`config.mk`:
```
export PLATFORM = sky130hd
export DESIGN_NAME = piso_tx_nbit
export DESIGN_NICKNAME = d
export VERILOG_FILES = /design/src/rtl/piso_tx_nbit.sv
export SDC_FILE = /design/constraint.sdc
export NUM_CORES = 1
export LEC_CHECK = 0
export CAP_MARGIN = 20
export CORE_AREA = 4 4 41 43
export DETAILED_ROUTE_END_ITERATION = 10
export DIE_AREA = 0 0 45 47
export SYNTH_ARGS = -nofsm -noshare
export SYNTH_HDL_FRONTEND = slang
export SYNTH_SLANG_ARGS = --single-unit
```
`constraint.sdc`:
```
create_clock -name clk -period 1.8 [get_ports clk]
set_input_delay 0.18 -clock clk [delete_from_list [all_inputs] [get_ports clk]]
set_output_delay 0.18 -clock clk [all_outputs]
set_load 0.1 [all_outputs]
```
`src/rtl/piso_tx_nbit.sv`:
```
// Parallel-in serial-out transmitter: accepts an N-bit word over valid/ready
// and shifts it out one bit per clock with frame and end-of-word qualifiers.
module piso_tx_nbit #(
    parameter int N         = 4,
    parameter bit MSB_FIRST = 1'b1
) (
    input  logic         clk,
    input  logic         reset_al_in,
    input  logic [N-1:0] data_in,
    input  logic         valid_in,
    output logic         ready_out,
    output logic         q_out,
    output logic         frame_out,
    output logic         done_out
);

    localparam int             CW   = $clog2(N);
    localparam logic [CW-1:0] LAST = CW'(N - 1);

    typedef enum logic {
        IDLE  = 1'b0,
        SHIFT = 1'b1
    } state_t;

    state_t        r_state;
    state_t        w_state_nxt;
    logic [CW-1:0] r_cnt;
    logic [CW-1:0] w_cnt_nxt;
    logic [N-1:0]  r_shift;
    logic [N-1:0]  w_shift_nxt;
    logic          r_q;
    logic          r_frame;
    logic          r_done;
    logic          w_last;
    logic          w_accept;

    // The bit on the wire always sits at the head of the shift register.
    function automatic logic [N-1:0] advance(input logic [N-1:0] s);
        if (MSB_FIRST) begin
            return {s[N-2:0], 1'b0};
        end
        return {1'b0, s[N-1:1]};
    endfunction

    function automatic logic head(input logic [N-1:0] s);
        return MSB_FIRST ? s[N-1] : s[0];
    endfunction

    assign w_last    = (r_state == SHIFT) && (r_cnt == LAST);
    assign ready_out = (r_state == IDLE) || w_last;
    assign w_accept  = valid_in && ready_out;

    always_ff @(posedge clk or negedge reset_al_in) begin
        if (!reset_al_in) begin
            r_state <= IDLE;
        end else begin
            r_state <= w_state_nxt;
        end
    end

    always_comb begin
        w_state_nxt = r_state;
        w_cnt_nxt   = r_cnt;
        w_shift_nxt = r_shift;
        case (r_state)
            IDLE: begin
                if (w_accept) begin
                    w_state_nxt = SHIFT;
                    w_cnt_nxt   = '0;
                    w_shift_nxt = data_in;
                end
            end
            SHIFT: begin
                // A new word can only be accepted on the last bit, giving a gapless stream.
                if (w_accept) begin
                    w_cnt_nxt   = '0;
                    w_shift_nxt = data_in;
                end else if (w_last) begin
                    w_state_nxt = IDLE;
                    w_cnt_nxt   = '0;
                    w_shift_nxt = '0;
                end else begin
                    w_cnt_nxt   = r_cnt + CW'(1);
                    w_shift_nxt = advance(r_shift);
                end
            end
            default: begin
                w_state_nxt = IDLE;
                w_cnt_nxt   = '0;
                w_shift_nxt = '0;
            end
        endcase
    end

    // Serial outputs come straight from flops so they cannot glitch.
    always_ff @(posedge clk or negedge reset_al_in) begin
        if (!reset_al_in) begin
            r_cnt   <= '0;
            r_shift <= '0;
            r_q     <= 1'b0;
            r_frame <= 1'b0;
            r_done  <= 1'b0;
        end else begin
            r_cnt   <= w_cnt_nxt;
            r_shift <= w_shift_nxt;
            r_q     <= (w_state_nxt == SHIFT) ? head(w_shift_nxt) : 1'b0;
            r_frame <= (w_state_nxt == SHIFT);
            r_done  <= (w_state_nxt == SHIFT) && (w_cnt_nxt == LAST);
        end
    end

    assign q_out     = r_q;
    assign frame_out = r_frame;
    assign done_out  = r_done;

endmodule

```
==> results_dict.tcl, run 1 <==
set metrics [dict create \
    status "finished clean" \
    yosysSeqAreaShare_pct 54.42 \
    total_leakage_power_nw 0.2310 \
    initial_utilization_pct 28.27 \
    yosys.cell_count.top_type "dfrtp_1" \
    slew_headroom_pct 75.58 \
    clkTransAtPathRegs_ns 0.06 \
    synthArstFlopShare_pct 100.0 \
    synth_nets 39 \
    numCtsBuffers 3 \
    worstRegToRegCells 4 \
    avgSynthCellArea_um2 11.87 \
    final_area_um2 509.2 \
    hp-class "input port to async pin" \
    syn_to_final_growth_pct 38.44 \
    drt_iter0_markers 4 \
    slew_viol_final 0 \
    portBuffers 10 \
    setup_violations 0 \
    cts_buffer_depth 2 \
    cts_tree "done" \
    placed_area_um2 483.0 \
    critical_path_arrival_ns 1.48 \
    drt_wl_total_um 769 \
    via_per_inst 4.797 \
    tns_ns 0 \
    floorplan.core_area_um2 1301 \
    worstPathMaxFanout 5 \
    tightest_slew_ns 0.3651 \
    cts_root_buf "clkbuf_4" \
    endpoint_kind "output pin" \
    endpoint "ready_out" \
    synth_edf_count 0 \
    synth_top_cell_area_share_pct 54.42 \
    rr_endpoint "r_shift[2]" \
    layout-drive-gt1-share_pct 27.27 \
    netlist_area_um2 367.9 \
    cp_cell_sequence "ha_1 > and2b_4 > inv_2 > buf_12" \
    die_y_um 47 \
    maxCapViolCount 0 \
    synth_largest_area_cell "dfrtp_1" \
    grt_pass1_wl_mm 1.352 \
    synth_common_cells "dfrtp_1 (8), mux2i_1 (3), nand3_1 (3)" \
    cts.htree.levels 1 \
    worstSetupPathType "flip-flop to output pin" \
    track_usage_pct 10.14 \
    drc 0 \
    reg2reg_slack_ns 0.48 \
    post_drt_wl_per_cell_um 13.03 \
    synthFlopType "dfrtp_1" \
    slowest_stage "dfrtp_1" \
    yosys_warnings 0 \
    period_share_pct 92.36 \
    ys_seq_elements 8 \
    timing.rr.start "r_cnt[0]" \
    synth_cell_types 17 \
    place_ws_ns 0.4160 \
    postCtsSetupBuffers 0 \
    ant_nets 0 \
    nets 53 \
    grt_antenna_before_repair 0 \
    rows 13 \
    grt_max_degree 10 \
    max_freq_mhz 601.5 \
    overflow 0 \
    fin_skew_ns 0.0005923 \
    cts_hold_buf 0 \
    final_hold_viol_count 0 \
    die_x_um 45 \
    cts-resized-gates 0 \
    cts_sinks 8 \
    rsz0062_at_grt "no" \
    first_pass_iters 4 \
    peakVddDrop_mv 0.9497 \
    critPathMaxStageDelay_ns 0.42 \
    synth_area_leaders "dfrtp_1 (54%), mux2i_1 (8.2%), o221ai_1 (4.8%)" \
    die-area_um2 2115 \
    grt_pass1_vias 286 \
    finalWorstSetupSlack_ns 0.1376 \
    syn_inst 31 \
    finalCriticalPeriod_ns 1.662 \
    gp_congestion 0.6775 \
    worstSetupStartpoint "r_cnt[0]" \
    antenna_cells_inserted 0 \
    start_kind "flip-flop" \
    crit_required_ns 1.62 \
    clk_latency_ns 0.25 \
    vias 283 \
    powerDensity_nw_per_um2 2090 \
    ioPinCount 11 \
]
metrics by stage:
| stage | cells | power [W] | utilization [%] | hold slack, ns |
|---|---|---|---|---|
| floorplan | 31 | 0.0007517 | - | -0.1156 |
| global placement | 55 | 0.0009079 | 37.12 | 0.4706 |
| detailed placement | 55 | 0.0009237 | 37.12 | 0.4835 |
| CTS | 59 | 0.001081 | 39.13 | 0.2025 |
| global route | 59 | 0.001145 | 39.13 | 0.2063 |
| finish | 59 | 0.001064 | 39.13 | 0.2020 |
critical path, delay by kind of cell, from the launching register on:
kind / cells / cell delay [ns]
simple gates: 1 / 0.29
buf+inv: 2 / 0.24
flops: 1 / 0.42
fa+ha+maj: 1 / 0.27
worst min path at each step:
stage,from,depth (start not counted),endpoint
after detailed placement,reset_al_in,1,done_out
after global placement,r_cnt[0],1,done_out
after floorplan,reset_al_in,0,done_out
after CTS,reset_al_in,1,done_out
after global routing,reset_al_in,1,r_shift[2]
final,reset_al_in,1,r_shift[2]
placed cells by master (no fill, tap or decap):
cell type        n
a22o_1           1
and2b_4          1
buf_12           1
buf_4            3
clkbuf_1         1
clkbuf_4         3
clkdlybuf4s50_1  6
dfrtp_1          7
dfrtp_2          1
ha_1             1
inv_1            2
inv_2            1
mux2_2           1
mux2i_1          3
nand2_1          1
nand2b_1         1
nand3_1          3
nand3b_1         1
nor2_1           1
nor3b_2          1
o21ai_0          2
o221ai_1         2
sequential cells by signal, summed over array words and instances, names as in the netlist:
signal	flops
done_out	1
r_cnt	2
q_out	1
frame_out	1
r_shift	3
kinds of logic after synthesis:
kind of cell,synth area share [%]
AND/OR/NAND/NOR,15.98
flip-flops,54.42
AO/OA/AOI/OAI,9.865
buffers and inverters,5.103
multiplexers,11.22
adder cells (fa/ha/maj),3.401
per-layer routing:
layer  vias to the layer above  GRT usage (%)  share of wire, %
met5                         -              0                 0
met2                        14          14.12                48
met3                         3          6.130               8.6
met1                       130          10.77                41
met4                         0          8.772               3.0
li1                        136              -                 -
power by group:
group          total [W]  internal, W  switching, W
combinational   0.000616     0.000209      0.000407
sequential      0.000299     0.000251     0.0000482
clock           0.000149    0.0000850     0.0000639
layout make-up:
| cell class | instances | area, µm² |
|---|---|---|
| inverter | 3 | 11.26 |
| clock buffer | 4 | 26.28 |
| fill | 137 | 792.0 |
| timing repair buffer | 10 | 102.6 |
| multi-input combinational | 19 | 148.9 |
| sequential | 8 | 201.4 |
| tap | 15 | 18.77 |
(Power assumes the default switching activity.)
==> run 2: changes to the inputs <==
- DONT_BUFFER_PORTS: not set -> 1
==> run 2 against run 1 <==
Net effect:
- cell area down 14%
- worst hold slack worse by 0.17 ns
- global-route usage down 0.96 points
- critical path depth down 1
- fmax down 3.4%
- worst setup slack worse by 0.059 ns
- via count down 9.2%
- count of clock-buffer cells in the layout unchanged
- critical endpoint unchanged
==> results_dict.tcl, run 2 (synthesis results as in run 1) <==
set metrics [dict create \
    ant_nets 0 \
    max_freq_mhz 580.9 \
    grt_max_degree 10 \
    cts_tree "done" \
    track_usage_pct 9.178 \
    final_common_cell "dfrtp_1" \
    cts_buffer_depth 2 \
    period_share_pct 95.63 \
    multiInputGateArea_um2 148.9 \
    critical_path_arrival_ns 1.54 \
    grt_pass1_wl_mm 1.283 \
    rsz0062_at_grt "no" \
    nets 47 \
    cts.htree.levels 1 \
    largest_reg_flops 3 \
    cts_root_buf "clkbuf_4" \
    postCtsSetupBuffers 0 \
    rows 13 \
    die_x_um 45 \
    antenna_cells_inserted 0 \
    dp_hpwl_um 615.5 \
    hold_start "valid_in" \
    first_pass_iters 2 \
    maxCapViolCount 0 \
    drt_wl_total_um 805 \
    drc 0 \
    die-area_um2 2115 \
    min_to "frame_out" \
    status "finished clean" \
    grt_pass1_vias 293 \
    gp_congestion 0.7777 \
    hp-class "input port to flip-flop" \
    overflow 0 \
    endpoint_kind "output pin" \
    final_hold_viol_count 0 \
    seq_area_um2 201.4 \
    worstPathMaxFanout 5 \
    worstRegToRegCells 4 \
    fin_skew_ns 0.005253 \
    timing.rr.start "r_cnt[0]" \
    initial_utilization_pct 28.27 \
    cts_sinks 8 \
    rr_endpoint "r_shift[2]" \
    die_y_um 47 \
    tns_ns 0 \
    floorplan.core_area_um2 1301 \
    setup_violations 0 \
    portBuffers 0 \
    drt_iter0_markers 6 \
    slew_headroom_pct 64.92 \
    layout-drive-gt1-share_pct 28.95 \
    clk_latency_ns 0.25 \
    crit_required_ns 1.62 \
    largestRegisters "r_shift (3), r_cnt (2)" \
    ioPinCount 11 \
    vias 257 \
    syn_to_final_growth_pct 19.39 \
    tightest_slew_ns 0.5254 \
    numCtsBuffers 3 \
    grt_antenna_before_repair 0 \
    start_kind "flip-flop" \
    mostFrequentLayoutCells "dfrtp_1 (7), mux2i_1 (3), nand3_1 (3), clkbuf_4 (3), buf_4 (3)" \
    via_per_inst 4.849 \
    holdPathStages 1 \
    slew_viol_final 0 \
    post_drt_wl_per_cell_um 15.19 \
    regMostFlops "r_shift" \
    fillers 137 \
    finalCriticalPeriod_ns 1.721 \
    worstSetupPathType "flip-flop to output pin" \
    clkTransAtPathRegs_ns 0.05 \
    reg2reg_slack_ns 0.19 \
]
run 2: cell types whose count changed in the layout (fill, tap and decap cells not counted), sizes merged:
cell	change
clkdlybuf4s50	-6
buf	-1
dlygate4sd3	+1
run 2: routing by layer:
| layer | wire length (µm) | part of all wire [%] | global-route usage (%) |
|---|---|---|---|
| met5 | 0 | 0 | 0 |
| met4 | 7 | 0.87 | 7.018 |
| met3 | 90 | 11 | 5.747 |
| met2 | 435 | 54 | 15.82 |
| met1 | 272 | 34 | 7.494 |
run 2: cell type report:
cell class	instances	share of cell area, %
Clock buffer	4	5.983
Inverter	3	2.564
Multi-Input combinational cell	19	33.90
Sequential cell	8	45.87
Tap cell	15	4.274
Timing Repair Buffer	4	7.407
run 2: worst max-delay path by stage:
stage | start | end | cells past startpoint
after floorplan | frame_out | r_shift[1] | 3
after global placement | r_cnt[0] | r_shift[2] | 4
after detailed placement | r_cnt[0] | r_shift[2] | 4
after CTS | r_cnt[0] | ready_out | 3
after global routing | r_cnt[0] | ready_out | 3
final | r_cnt[0] | ready_out | 3
run 2: timing repair:
item / 4_1_cts / 5_1_grt
endpoints found under the hold margin: 8 / 0
hold buffers: 1 / 0
resized for setup: 0 / 0
run 2: per-stage QoR:
stage / worst slack (ns) / hold WS (ns) / std cells / util, % / instance area [µm²]
after detailed placement: 0.2101 / -0.1155 / 48 / 30.96 / 402.9
after global placement: 0.2546 / -0.1154 / 48 / 30.96 / 402.9
after global routing: 0.02597 / 0.02861 / 53 / 33.75 / 439.2
after CTS: 0.09001 / 0.02988 / 53 / 33.75 / 439.2
final: 0.07861 / 0.03525 / 53 / 33.75 / 439.2
after floorplan: 0.2284 / -0.1156 / 31 / - / 369.1
run 2: worst max-delay path, cell delays in order, from the launching register on:
cell and delay (ns):
dfrtp_1 0.41, ha_1 0.26, and2b_4 0.23, inv_2 0.40
Power of run 2 is left out: the tool's default activity adds up to more than one toggle a clock period on the data nets, which glitch-free logic cannot reach.
==> run 3: changes to the inputs <==
- CAP_MARGIN: 20 -> 15
==> results of run 3 <==
No change in the layout: final DEF, timing and power equal those of run 2.
Power of run 3 is left out for the same reason.
